**src/rtl/bkm_slot_pkg.sv**
```systemverilog
// Shared codes for the BKM option-slot emulation: command bytes, register
// addresses, video value codes and the bus transaction FSM states.
package bkm_slot_pkg;

    // Command bytes seen in the idle state
    localparam logic [7:0] CMD_TOGGLE = 8'hFF;
    localparam logic [7:0] CMD_IRQ    = 8'h02;
    localparam logic [7:0] CMD_INIT   = 8'h10;
    localparam logic [7:0] CMD_ID     = 8'h20;
    localparam logic [7:0] CMD_VIDEO  = 8'h21;
    localparam logic [7:0] CMD_PREP   = 8'h22;
    localparam logic [7:0] CMD_SERIAL = 8'h23;

    // Data bytes understood while in the interrupt state
    localparam logic [7:0] IRQ_EN   = 8'h01;
    localparam logic [7:0] IRQ_DIS  = 8'h00;
    localparam logic [7:0] IRQ_EXIT = 8'hFF;

    // Init register map (0x40..0x43 form one aligned block)
    localparam logic [7:0] INIT_SLOT_NO = 8'h03;
    localparam logic [5:0] INIT_BLOCK   = 6'h10;
    localparam logic [7:0] INIT_REG41   = 8'h41;
    localparam logic [7:0] INIT_INT_SET = 8'h02;

    // Prepare register map
    localparam logic [7:0] PREP_R20      = 8'h20;
    localparam logic [7:0] PREP_R21      = 8'h21;
    localparam logic [7:0] PREP_R22      = 8'h22;
    localparam logic [7:0] PREP_R24      = 8'h24;
    localparam logic [7:0] PREP_STEP     = 8'h26;
    localparam logic [7:0] PREP_DATA     = 8'h27;
    localparam logic [7:0] PREP_BUSY     = 8'h28;
    localparam logic [7:0] PREP_STEP_VAL = 8'h01;

    // Video register map and value codes
    localparam logic [7:0] VID_RGB     = 8'h00;
    localparam logic [7:0] VID_OE      = 8'h10;
    localparam logic [7:0] VID_FMT     = 8'h31;
    localparam logic [7:0] VAL_RGB     = 8'h00;
    localparam logic [7:0] VAL_YPBPR   = 8'h04;
    localparam logic [7:0] VAL_VID_OFF = 8'h01;
    localparam logic [7:0] VAL_VID_EXT = 8'h08;
    localparam logic [7:0] VAL_VID_INT = 8'h09;

    // Format codes: 0 means no signal, 4 and above are HD
    localparam logic [7:0] FMT_NONE   = 8'h00;
    localparam logic [7:0] FMT_HD_MIN = 8'h04;

    typedef enum logic [1:0] {ST_IDLE, ST_REG, ST_DATA, ST_IRQ} state_t;

endpackage

```
**src/rtl/bkm_slot_interface_bus_strobe_sync.sv**
```systemverilog
// Synchronises the monitor bus into the system clock and turns the bus
// strobe into single-cycle write (rise) and read (fall) pulses. The
// qualifier/data outputs come from the same sample as the strobe.
module bus_strobe_sync #(
    parameter int SYNC_STAGES = 2
) (
    input  logic       clk,
    input  logic       rst_n,
    input  logic       bus_clk_rw,
    input  logic       bus_ax_d,
    input  logic       bus_r_wx,
    input  logic [7:0] bus_data,
    output logic       ax_d,
    output logic       r_wx,
    output logic [7:0] data,
    output logic       wr_stb,
    output logic       rd_stb
);
    // Bus idles with the strobe high so leaving reset never fakes an edge
    localparam logic [10:0] IDLE_BUS = 11'b100_0000_0000;

    logic [10:0] sync_q [SYNC_STAGES];
    logic [10:0] last_q;

    // Synchroniser chain, one-cycle history and registered edge detect
    always_ff @(posedge clk or negedge rst_n) begin
        if (!rst_n) begin
            for (int i = 0; i < SYNC_STAGES; i++) sync_q[i] <= IDLE_BUS;
            last_q <= IDLE_BUS;
            wr_stb <= 1'b0;
            rd_stb <= 1'b0;
        end else begin
            sync_q[0] <= {bus_clk_rw, bus_ax_d, bus_r_wx, bus_data};
            for (int i = 1; i < SYNC_STAGES; i++) sync_q[i] <= sync_q[i-1];
            last_q <= sync_q[SYNC_STAGES-1];
            wr_stb <= sync_q[SYNC_STAGES-1][10] & ~last_q[10];
            rd_stb <= ~sync_q[SYNC_STAGES-1][10] & last_q[10];
        end
    end

    assign ax_d = last_q[9];
    assign r_wx = last_q[8];
    assign data = last_q[7:0];

endmodule

```
**src/rtl/bkm_slot_interface.sv**
```systemverilog
// BKM option-slot card emulation: decodes monitor command bytes and serves
// the init, ID, serial, prepare and video-control registers, driving the
// video routing pins. Everything runs on clk_20mhz.
module bkm_slot_interface
    import bkm_slot_pkg::*;
#(
    parameter logic [7:0]              ID_BYTE         = 8'h88,
    parameter int                      SERIAL_LEN      = 7,
    parameter logic [8*SERIAL_LEN-1:0] SERIAL_STR      = {"555", "000", "2"},
    parameter int                      SERIAL_UNLOCK   = 7,
    parameter int                      PREP_BUSY_READS = 9,
    parameter int                      SYNC_STAGES     = 2
) (
    input  logic       clk_20mhz,
    input  logic       reset_x,
    input  logic       slot_x_int_x,
    input  logic       clk_rw,
    input  logic       ax_d,
    input  logic       r_wx,
    input  logic [7:0] data_in,
    output logic [7:0] data_out,
    output logic       data_oe_x,
    output logic       int_x,
    output logic       int_oe_x,
    output logic       video_oe_x,
    output logic       rgb_comp_x,
    output logic       int_ext_x,
    output logic       hd_sd_x
);
    localparam logic [127:0] SERIAL_PAD = 128'(SERIAL_STR);
    localparam logic [3:0]   UNLOCK     = 4'(SERIAL_UNLOCK);
    localparam logic [7:0]   SLEN       = 8'(SERIAL_LEN);
    localparam logic [7:0]   BUSY_DEF   = 8'(PREP_BUSY_READS);

    logic       s_ax_d, s_r_wx, wr_stb, rd_stb;
    logic [7:0] s_data;
    logic [1:0] slot_sync_q;
    state_t     state_q, state_d;
    logic       cmd_ok, selected_q, drv_en_q;
    logic [7:0] cmd_q, reg_addr_q, rd_val;
    logic [7:0] init_q [4];
    logic [7:0] slot_no_q, prep20_q, prep21_q, prep22_q, prep24_q;
    logic [7:0] busy_cfg_q, prep27_q, busy_cnt_q, fmt_q;
    logic [3:0] prep_cnt_q;
    logic       write_en, prep_read27;

    bus_strobe_sync #(.SYNC_STAGES(SYNC_STAGES)) u_sync (
        .clk(clk_20mhz), .rst_n(reset_x),
        .bus_clk_rw(clk_rw), .bus_ax_d(ax_d), .bus_r_wx(r_wx), .bus_data(data_in),
        .ax_d(s_ax_d), .r_wx(s_r_wx), .data(s_data), .wr_stb(wr_stb), .rd_stb(rd_stb)
    );

    // Slot-select is static during a command but still crosses into clk_20mhz
    always_ff @(posedge clk_20mhz or negedge reset_x) begin
        if (!reset_x) slot_sync_q <= 2'b11;
        else          slot_sync_q <= {slot_sync_q[0], slot_x_int_x};
    end

    // FSM state register
    always_ff @(posedge clk_20mhz or negedge reset_x) begin
        if (!reset_x) state_q <= ST_IDLE;
        else          state_q <= state_d;
    end

    // FSM next state; every transition is taken on a write strobe
    always_comb begin
        state_d = state_q;
        cmd_ok  = 1'b0;
        if (wr_stb) begin
            case (state_q)
                ST_IDLE: begin
                    cmd_ok = (s_data == CMD_INIT && !slot_sync_q[1]) ||
                             ((s_data inside {CMD_ID, CMD_VIDEO, CMD_PREP, CMD_SERIAL}) && selected_q);
                    if (s_data == CMD_IRQ) state_d = ST_IRQ;
                    else if (cmd_ok)       state_d = ST_REG;
                end
                ST_REG:  state_d = ST_DATA;
                ST_DATA: state_d = ST_IDLE;
                ST_IRQ:  if (s_ax_d && s_data == IRQ_EXIT) state_d = ST_IDLE;
                default: state_d = ST_IDLE;
            endcase
        end
    end

    assign write_en    = wr_stb && state_q == ST_DATA && !s_r_wx;
    assign prep_read27 = rd_stb && s_ax_d && s_r_wx && state_q == ST_DATA &&
                         cmd_q == CMD_PREP && reg_addr_q == PREP_DATA;

    // Selection, driver enable, latched command/address and interrupt enable
    always_ff @(posedge clk_20mhz or negedge reset_x) begin
        if (!reset_x) begin
            selected_q <= 1'b0;
            drv_en_q   <= 1'b0;
            cmd_q      <= 8'h00;
            reg_addr_q <= 8'h00;
            int_oe_x   <= 1'b0;
        end else if (wr_stb) begin
            case (state_q)
                ST_IDLE: begin
                    if (s_data == CMD_TOGGLE) begin
                        selected_q <= ~selected_q;
                        if (selected_q) drv_en_q <= 1'b0;
                    end else if (s_data == CMD_IRQ) begin
                        selected_q <= 1'b1;
                        drv_en_q   <= 1'b1;
                    end else if (cmd_ok) begin
                        cmd_q    <= s_data;
                        drv_en_q <= 1'b1;
                    end
                end
                ST_REG: reg_addr_q <= s_data;
                ST_IRQ: begin
                    if (s_ax_d) begin
                        case (s_data)
                            IRQ_EN:   int_oe_x <= 1'b1;
                            IRQ_DIS:  int_oe_x <= 1'b0;
                            IRQ_EXIT: begin
                                drv_en_q <= 1'b0;
                                if (!int_oe_x) selected_q <= 1'b0;
                            end
                            default: ;
                        endcase
                    end
                end
                default: ;
            endcase
        end
    end

    // Register file writes and the read side effects of prepare reg 0x27
    always_ff @(posedge clk_20mhz or negedge reset_x) begin
        if (!reset_x) begin
            init_q[0] <= 8'hFF; init_q[1] <= 8'hFD; init_q[2] <= 8'hFF; init_q[3] <= 8'hFD;
            slot_no_q <= 8'h00; int_x <= 1'b0;
            prep20_q <= 8'h00; prep21_q <= 8'h00; prep22_q <= 8'h00; prep24_q <= 8'h00;
            prep_cnt_q <= 4'd0; busy_cfg_q <= BUSY_DEF; prep27_q <= 8'h00; busy_cnt_q <= 8'h00;
            video_oe_x <= 1'b1; rgb_comp_x <= 1'b0; int_ext_x <= 1'b0; fmt_q <= FMT_NONE;
        end else if (write_en) begin
            case (cmd_q)
                CMD_INIT: begin
                    if (reg_addr_q == INIT_REG41 && s_data == INIT_INT_SET) begin
                        int_x     <= 1'b1;
                        init_q[1] <= 8'hFF;
                    end else if (reg_addr_q[7:2] == INIT_BLOCK) begin
                        init_q[reg_addr_q[1:0]] <= s_data;
                    end else if (reg_addr_q == INIT_SLOT_NO) begin
                        slot_no_q <= s_data;
                    end
                end
                CMD_PREP: begin
                    case (reg_addr_q)
                        PREP_R20:  prep20_q <= s_data;
                        PREP_R21:  prep21_q <= s_data;
                        PREP_R22:  prep22_q <= s_data;
                        PREP_R24:  prep24_q <= s_data;
                        PREP_STEP: if (s_data == PREP_STEP_VAL && prep_cnt_q != 4'd15)
                                       prep_cnt_q <= prep_cnt_q + 4'd1;
                        PREP_DATA: begin
                            prep27_q   <= s_data;
                            busy_cnt_q <= busy_cfg_q;
                        end
                        PREP_BUSY: busy_cfg_q <= (s_data == 8'h00) ? BUSY_DEF : s_data;
                        default: ;
                    endcase
                end
                CMD_VIDEO: begin
                    case (reg_addr_q)
                        VID_RGB: begin
                            if (s_data == VAL_RGB)        rgb_comp_x <= 1'b1;
                            else if (s_data == VAL_YPBPR) rgb_comp_x <= 1'b0;
                        end
                        VID_OE: begin
                            if (s_data == VAL_VID_OFF) begin
                                video_oe_x <= 1'b1;
                            end else if (s_data == VAL_VID_EXT || s_data == VAL_VID_INT) begin
                                video_oe_x <= 1'b0;
                                int_ext_x  <= (s_data == VAL_VID_INT);
                            end
                        end
                        VID_FMT: fmt_q <= s_data;
                        default: ;
                    endcase
                end
                default: ;
            endcase
        end else if (prep_read27) begin
            // The value stays visible for busy_cfg-1 reads, then self-clears
            if (busy_cnt_q > 8'd1) busy_cnt_q <= busy_cnt_q - 8'd1;
            else                   prep27_q   <= 8'h00;
        end
    end

    // Read data selected by the latched command and register address
    always_comb begin
        rd_val = 8'h00;
        case (cmd_q)
            CMD_INIT: begin
                if (reg_addr_q[7:2] == INIT_BLOCK)  rd_val = init_q[reg_addr_q[1:0]];
                else if (reg_addr_q == INIT_SLOT_NO) rd_val = slot_no_q;
            end
            CMD_ID: if (reg_addr_q == 8'h00) rd_val = ID_BYTE;
            CMD_SERIAL: begin
                if (prep_cnt_q < UNLOCK)    rd_val = ID_BYTE;
                else if (reg_addr_q < SLEN) rd_val = SERIAL_PAD[{reg_addr_q[3:0], 3'b000} +: 8];
            end
            CMD_PREP: begin
                case (reg_addr_q)
                    PREP_R20:  rd_val = prep20_q;
                    PREP_R21:  rd_val = prep21_q;
                    PREP_R22:  rd_val = prep22_q;
                    PREP_R24:  rd_val = prep24_q;
                    PREP_STEP: rd_val = {4'h0, prep_cnt_q};
                    PREP_DATA: rd_val = (busy_cnt_q > 8'd1) ? prep27_q : 8'h00;
                    PREP_BUSY: rd_val = busy_cfg_q;
                    default:   rd_val = 8'h00;
                endcase
            end
            CMD_VIDEO: if (reg_addr_q == VID_FMT) rd_val = fmt_q;
            default: rd_val = 8'hFF;
        endcase
    end

    // Read phase loads the bus register; non-read phases park it at 0xFF
    always_ff @(posedge clk_20mhz or negedge reset_x) begin
        if (!reset_x)    data_out <= 8'hFF;
        else if (rd_stb) data_out <= (s_ax_d && s_r_wx) ? rd_val : 8'hFF;
    end

    assign data_oe_x = ~(drv_en_q & s_r_wx & s_ax_d);
    assign hd_sd_x   = (fmt_q == FMT_NONE) || (fmt_q >= FMT_HD_MIN);

endmodule

```
**config.mk**
```make
export PLATFORM = sky130hd
export DESIGN_NAME = bkm_slot_interface
export DESIGN_NICKNAME = d
export VERILOG_FILES = /design/src/rtl/bkm_slot_pkg.sv /design/src/rtl/bkm_slot_interface_bus_strobe_sync.sv /design/src/rtl/bkm_slot_interface.sv
export SDC_FILE = /design/constraint.sdc
export NUM_CORES = 1
export LEC_CHECK = 0
export ABC_CLOCK_PERIOD_IN_PS = 3000
export BUFFER_PORTS_ARGS = -buffer_cell sky130_fd_sc_hd__buf_2
export CAP_MARGIN = 20
export CORE_AREA = 4 4 169 171
export DETAILED_ROUTE_END_ITERATION = 8
export DIE_AREA = 0 0 173 175
export HOLD_SLACK_MARGIN = 0.03
export SLEW_MARGIN = 20
export SYNTH_ARGS = -nofsm -noshare
export SYNTH_HDL_FRONTEND = slang
export SYNTH_SLANG_ARGS = --single-unit
```
**constraint.sdc**
```tcl
create_clock -name clk_20mhz -period 3 [get_ports clk_20mhz]
set_clock_uncertainty 0.2 [all_clocks]
set_input_delay 0.9 -clock clk_20mhz [delete_from_list [all_inputs] [get_ports clk_20mhz]]
set_output_delay 0.9 -clock clk_20mhz [all_outputs]
set_load 0.01 [all_outputs]
```
==> out/results.tsv, run 1 <==
stage	metric	value	unit
status	outcome	finished clean	
yosys	FF+latch count, synth	178	
yosys	cell area after synthesis	8010	um2
power	logic gate share of total power	4.0	%
power	clock power share	45.8	%
die	Core Area	26900	um2
sta	period utilisation layout	90.7	%
power	peak supply drop	0.000384	V
sta	Slew @ Worst Pin	0.710	ns
die	Top Ports	29	
layout	layout cells sized above 1	35.2	%
sta	fin. max-slew vios	0	
power	power per cell area	526	nW/um2
clock_tree	root buf cell	clkbuf_16	
sta	min Tclk post-route	2.72	ns
detailed_routing	post-route ant nets	0	
layout	n_diodes	0	
setup_path	Worst Setup Start Kind	flip-flop	
yosys	Net Count, Synth	671	
detailed_routing	DR vias/cell	5.18	
sta	worst hold margin	0.138	ns
yosys	Async S/R FF share, synth	100	%
layout	commonest non-fill, non-tap cells in the layout	dfrtp_1 (132), mux2_2 (78), nor2_1 (50)	
place	# port buffers	28	
clock_tree	clock-pin slew on the worst setup and hold paths	0.07	ns
place	routability cong.	0.854	
power	switching power	1280	uW
die	total die area	30300	um2
setup_path	Critical Path Slowest Stage Cell	or4_4	
clock_tree	H-tree Lvls	4	
worst_hold_path	Hold Crit Class	input port to asynchronous set/reset pin	
sta	Final WS setup	0.280	ns
sta	RSZ-0062 raised after global routing	false	
yosys	EDFF count, synth	0	
layout	final net count	712	
setup_path	critical path data arrival time	2.84	ns
power	sw frac	26.1	%
sta	Slew headroom	52.3	%
global_route	GRT Util Overall	13.8	%
setup_path	CP max stage delay	0.64	ns
clock_tree	post-cts resize count	0	
detailed_routing	final wirelength	20500	um
setup_path	Req. time, crit path	3.12	ns
place	Placed Cells	1017	
detailed_routing	Remaining DRCs	0	
setup_path	Crit. End Element	flip-flop	
layout	most common cell after layout, fill and taps aside	dfrtp_1	
yosys	post-synthesis cell type count	65	
detailed_routing	wire length per cell	19.5	um
die	Initial Util	29.8	%
die	Die Ht	175	um
power	cell-internal power	3630	uW
setup_path	CP cell instances	or4_1 -> or4_4 -> nor2_4 -> nand3_4 -> mux2_1	
power	Pleak	0.00404	uW
yosys	Syn. warnings	0	
run	Max-cap violations	0	
clock_tree	clk sinks	178	
place	placed instance area	8730	um2
global_route	initial antenna violation count	0	
yosys	Seq/Total Area, Yosys	56.3	%
global_route	first-pass GRT wire length	32600	um
sta	Final Hold Fails	0	
clock_tree	Setup Fix Bufs, Post-CTS	0	
yosys	syn_area_per_cell	12.3	um2
die	site row count	60	
layout	Filler Cell Count	2676	
clock_tree	CTS tree	built	
global_route	GRT overflow	0	
setup_path	Worst Path Max Fanout	8	
yosys	count of mapped cells out of synthesis	654	
die	Die Width	173	um
yosys	Synth area leader	dfrtp_1	
power	Seq pwr share	50.2	%
detailed_routing	First-pass DRT Iterations	5	
layout	Area Overhead vs Synth	16.5	%
yosys	Synth top area share	41.2	%
global_route	pin count of the biggest net entering global routing	70	
place	DPL Wire Length	14000	um
layout	design area	9330	um2
detailed_routing	Initial DRC Count	402	
clock_tree	CTS Hold Buffers Added	0	
yosys	top cells by area, synth	dfrtp_1 (41%), dfstp_2 (15%), mux2_2 (11%)	
setup_path	CP Class	flip-flop to flip-flop	
global_route	vias in the first global route	5498	
clock_tree	Skew-Pair Late Insertion Delay	0.44	ns
detailed_routing	via count	5432	
clock_tree	TritonCTS buffer count	17	
sta	TNS Setup	0	ns
sta	max frequency	0.368	GHz
sta	Final setup viols	0	
layout	post-route insts no fill	1049	
yosys	most common flop cell mapped by yosys	dfrtp_1	
place	dpl ws	0.275	ns
clock_tree	clk buf depth	2	
-- registers in the layout (all words and copies together), names as in the netlist, 4 cells and up --
name and flops:
prep20_q 8, prep_cnt_q 4, busy_cnt_q 8, prep21_q 8, reg_addr_q 8, busy_cfg_q 8
fmt_q 8, cmd_q 8, prep27_q 8, init_q 32, u_sync.sync_q 22, u_sync.last_q 11
data_out 8, slot_no_q 8, prep22_q 8, prep24_q 8
-- path summary, 6_finish.rpt --
kind | slack (ns) | end | cells after the start | start
worst max-delay path | 0.28 | prep24_q[0]$_DFFE_PN0P_ | 5 | cmd_q[3]$_DFFE_PN0P_
worst min-delay path | 0.14 | prep24_q[7]$_DFFE_PN0P_ | 1 | reset_x
worst max register to register | 0.28 | prep24_q[0]$_DFFE_PN0P_ | 5 | cmd_q[3]$_DFFE_PN0P_
worst min register to register | 0.15 | u_sync.last_q[8]$_DFF_PN0_ | 0 | u_sync.sync_q[8]$_DFF_PN0_
max in group asynchronous | 1.75 | data_out[5]$_DFFE_PN1P_ | 2 | reset_x
min in group clk_20mhz | 0.15 | u_sync.last_q[8]$_DFF_PN0_ | 0 | u_sync.sync_q[8]$_DFF_PN0_
-- worst max-delay path, delay by kind of cell (launching register included) --
kind | cells | cell delay (ns)
AND/OR/NAND/NOR | 4 | 1.64
flip-flops | 1 | 0.39
multiplexers | 1 | 0.37
-- metrics by stage --
step / utilization, % / power, uW
global placement: 32.5 / 2710
floorplan: - / 2580
detailed placement: 32.5 / 2710
global route: 34.7 / 5100
CTS: 34.7 / 4970
finish: 34.7 / 4910
-- Yosys cell counts (9+ instances only) --
master / n
dfrtp_1: 132
mux2_2: 78
nor2_1: 50
dfstp_2: 46
clkbuf_1: 35
a21oi_1: 29
nand2_1: 29
o21ai_0: 20
mux2_1: 19
nor2b_1: 16
a22o_1: 13
a31oi_1: 13
nand3_1: 13
nor4_1: 9
-- power by group through the flow --
stage                     Clock (uW)  Sequential [uW]  Combinational, uW
after floorplan                    0             2490               90.0
after global placement             0             2510                200
after detailed placement           0             2510                200
after CTS                       2300             2470                200
after global routing            2410             2470                220
final                           2250             2470                196
-- cell families after synthesis --
logic type	Yosys count	synth area share, %
simple gates	187	13.1
compound gates	120	10.6
fa+ha+maj	3	0.468
buf+inv	51	2.48
flops	178	56.3
xor+xnor	3	0.328
mux	112	16.8
-- area by class of cell --
| type | count | area [um2] | area share, % |
|---|---|---|---|
| clock buffer | 17 | 425 | 4.56 |
| clock inverter | 15 | 181 | 1.94 |
| inverter | 8 | 30.0 | 0.322 |
| multi-input combinational | 425 | 3320 | 35.6 |
| sequential | 178 | 4510 | 48.3 |
| tap | 341 | 427 | 4.57 |
| timing repair buffer | 65 | 439 | 4.71 |
-- routing by layer --
metal	vias up	GRT usage, %	wire length, um
met4	0	5.22	399
met2	123	21.6	9530
met1	2780	19.3	9740
met3	24	2.27	787
li1	2505	-	-
met5	-	0	0
(Power assumes the default switching activity.)
==> run 2: changes to the inputs <==
RECOVER_POWER = 100   (was not set)
==> out/results.tsv, run 2 (synthesized netlist as in run 1, its figures left out) <==
stage	metric	value	unit
status	outcome	finished, violations left	
status	failing checks	max-capacitance violations, max-slew violations	
clock_tree	clk sinks	178	
sta	min Tclk post-route	2.79	ns
layout	max reg flops	32	
die	Initial Util	29.8	%
sta	TNS Setup	0	ns
power	power per cell area	531	nW/um2
sta	max frequency	0.358	GHz
setup_path	Worst Path Max Fanout	8	
sta	Final setup viols	0	
detailed_routing	Initial DRC Count	385	
setup_path	Crit. End Element	flip-flop	
worst_hold_path	worst hold start	u_sync.sync_q[8]$_DFF_PN0_	
clock_tree	Setup Fix Bufs, Post-CTS	0	
clock_tree	post-cts resize count	0	
detailed_routing	Remaining DRCs	0	
layout	Area Overhead vs Synth	15.3	%
layout	Biggest register	init_q	
power	clock power share	45.8	%
power	cell-internal power	3620	uW
setup_path	CP Class	flip-flop to flip-flop	
sta	period utilisation layout	93.1	%
global_route	initial antenna violation count	0	
place	# port buffers	28	
clock_tree	TritonCTS buffer count	17	
sta	fin. max-slew vios	27	
detailed_routing	wire length per cell	19.5	um
setup_path	crit path launch	cmd_q[0]$_DFFE_PN0P_	
layout	n_diodes	0	
setup_path	Worst R2R Setup Slack	0.21	ns
global_route	GRT overflow	0	
sta	Final Hold Fails	0	
detailed_routing	via count	5452	
run	Max-cap violations	1	
power	sw frac	26.1	%
global_route	GRT Util Overall	13.8	%
layout	top flop regs	init_q: 32 flops, u_sync.sync_q: 22 flops, u_sync.last_q: 11 flops	
power	Pleak	0.00398	uW
die	Core Area	26900	um2
layout	Filler Cell Count	2685	
clock_tree	clk buf depth	2	
die	total die area	30300	um2
setup_path	critical path data arrival time	2.92	ns
power	logic gate share of total power	3.9	%
setup_path	R2R cell count	4	
clock_tree	Skew-Pair Late Insertion Delay	0.45	ns
layout	final net count	712	
power	peak supply drop	0.000391	V
setup_path	reg2reg end	slot_no_q[0]$_DFFE_PN0P_	
power	switching power	1280	uW
setup_path	Critical Path Sink	slot_no_q[0]$_DFFE_PN0P_	
layout	most common cell after layout, fill and taps aside	dfrtp_1	
setup_path	worst reg2reg startpoint	cmd_q[0]$_DFFE_PN0P_	
setup_path	Worst Setup Start Kind	flip-flop	
setup_path	Req. time, crit path	3.12	ns
die	Top Ports	29	
place	routability cong.	0.854	
place	DPL Wire Length	14000	um
die	Die Ht	175	um
clock_tree	clock-pin slew on the worst setup and hold paths	0.08	ns
die	site row count	60	
sta	RSZ-0062 raised after global routing	false	
layout	layout cells sized above 1	31.5	%
detailed_routing	First-pass DRT Iterations	5	
detailed_routing	DR vias/cell	5.20	
layout	commonest non-fill, non-tap cells in the layout	dfrtp_1 (132), mux2_2 (78), nor2_1 (50)	
clock_tree	root buf cell	clkbuf_16	
global_route	vias in the first global route	5498	
die	Die Width	173	um
clock_tree	CTS Hold Buffers Added	0	
clock_tree	H-tree Lvls	4	
worst_hold_path	Hold Crit Class	flip-flop to flip-flop	
sta	Slew headroom	-5.78	%
detailed_routing	post-route ant nets	0	
global_route	first-pass GRT wire length	32600	um
global_route	pin count of the biggest net entering global routing	70	
detailed_routing	final wirelength	20400	um
clock_tree	CTS tree	built	
sta	worst hold margin	0.149	ns
sta	Slew @ Worst Pin	1.59	ns
power	Seq pwr share	50.3	%
## run 2: final cells by class
type	instances	area (um2)	area share [%]
flip-flops and latches	178	4510	48.8
multi-input cells	425	3270	35.4
well taps	341	427	4.62
clock buffers	17	425	4.60
repair buffers	65	390	4.23
clock inverters	15	181	1.96
inverters	8	30.0	0.325
## run 2: worst min-delay path by stage
| stage | endpoint | cells after the start |
|---|---|---|
| 3_5_place_dp | u_sync.last_q[9]$_DFF_PN0_ | 0 |
| 3_3_place_gp | u_sync.sync_q[2]$_DFF_PN0_ | 0 |
| 4_1_cts | prep24_q[2]$_DFFE_PN0P_ | 1 |
| 2_1_floorplan | u_sync.last_q[0]$_DFF_PN0_ | 0 |
| 5_1_grt | u_sync.sync_q[8]$_DFF_PN0_ | 0 |
| 6_report | u_sync.last_q[8]$_DFF_PN0_ | 0 |
## run 2: worst max-delay path, cell delays in order (launching register included)
cell,delay [ns]
dfrtp_1,0.42
or4b_2,0.68
nor4_1,0.41
and2_0,0.55
mux2_2,0.41
## run 2: power by group through the flow
stage	sequential, uW	combinational [uW]	clock (uW)
after floorplan	2490	90.0	0
after global placement	2510	200	0
after detailed placement	2510	200	0
after CTS	2470	200	2300
after global routing	2470	214	2410
final	2470	191	2250
## run 2: layer usage
layer  track usage, %  wire (um)  part of all wire, %
met1             19.3       9660                   47
met2             21.6       9550                   47
met3             2.27        832                  4.1
met4             5.22        387                  1.9
met5                0          0                    0
## run 2: stage by stage
step                total power [uW]  cells  area [um2]  setup WS [ns]  util [%]
finish                          4900   1049        9240          0.207      34.4
global placement                2710   1017        8730          0.310      32.5
global route                    5100   1049        9240          0.103      34.4
floorplan                       2580    654        8010          0.416         -
CTS                             4970   1049        9330          0.264      34.7
detailed placement              2710   1017        8730          0.275      32.5
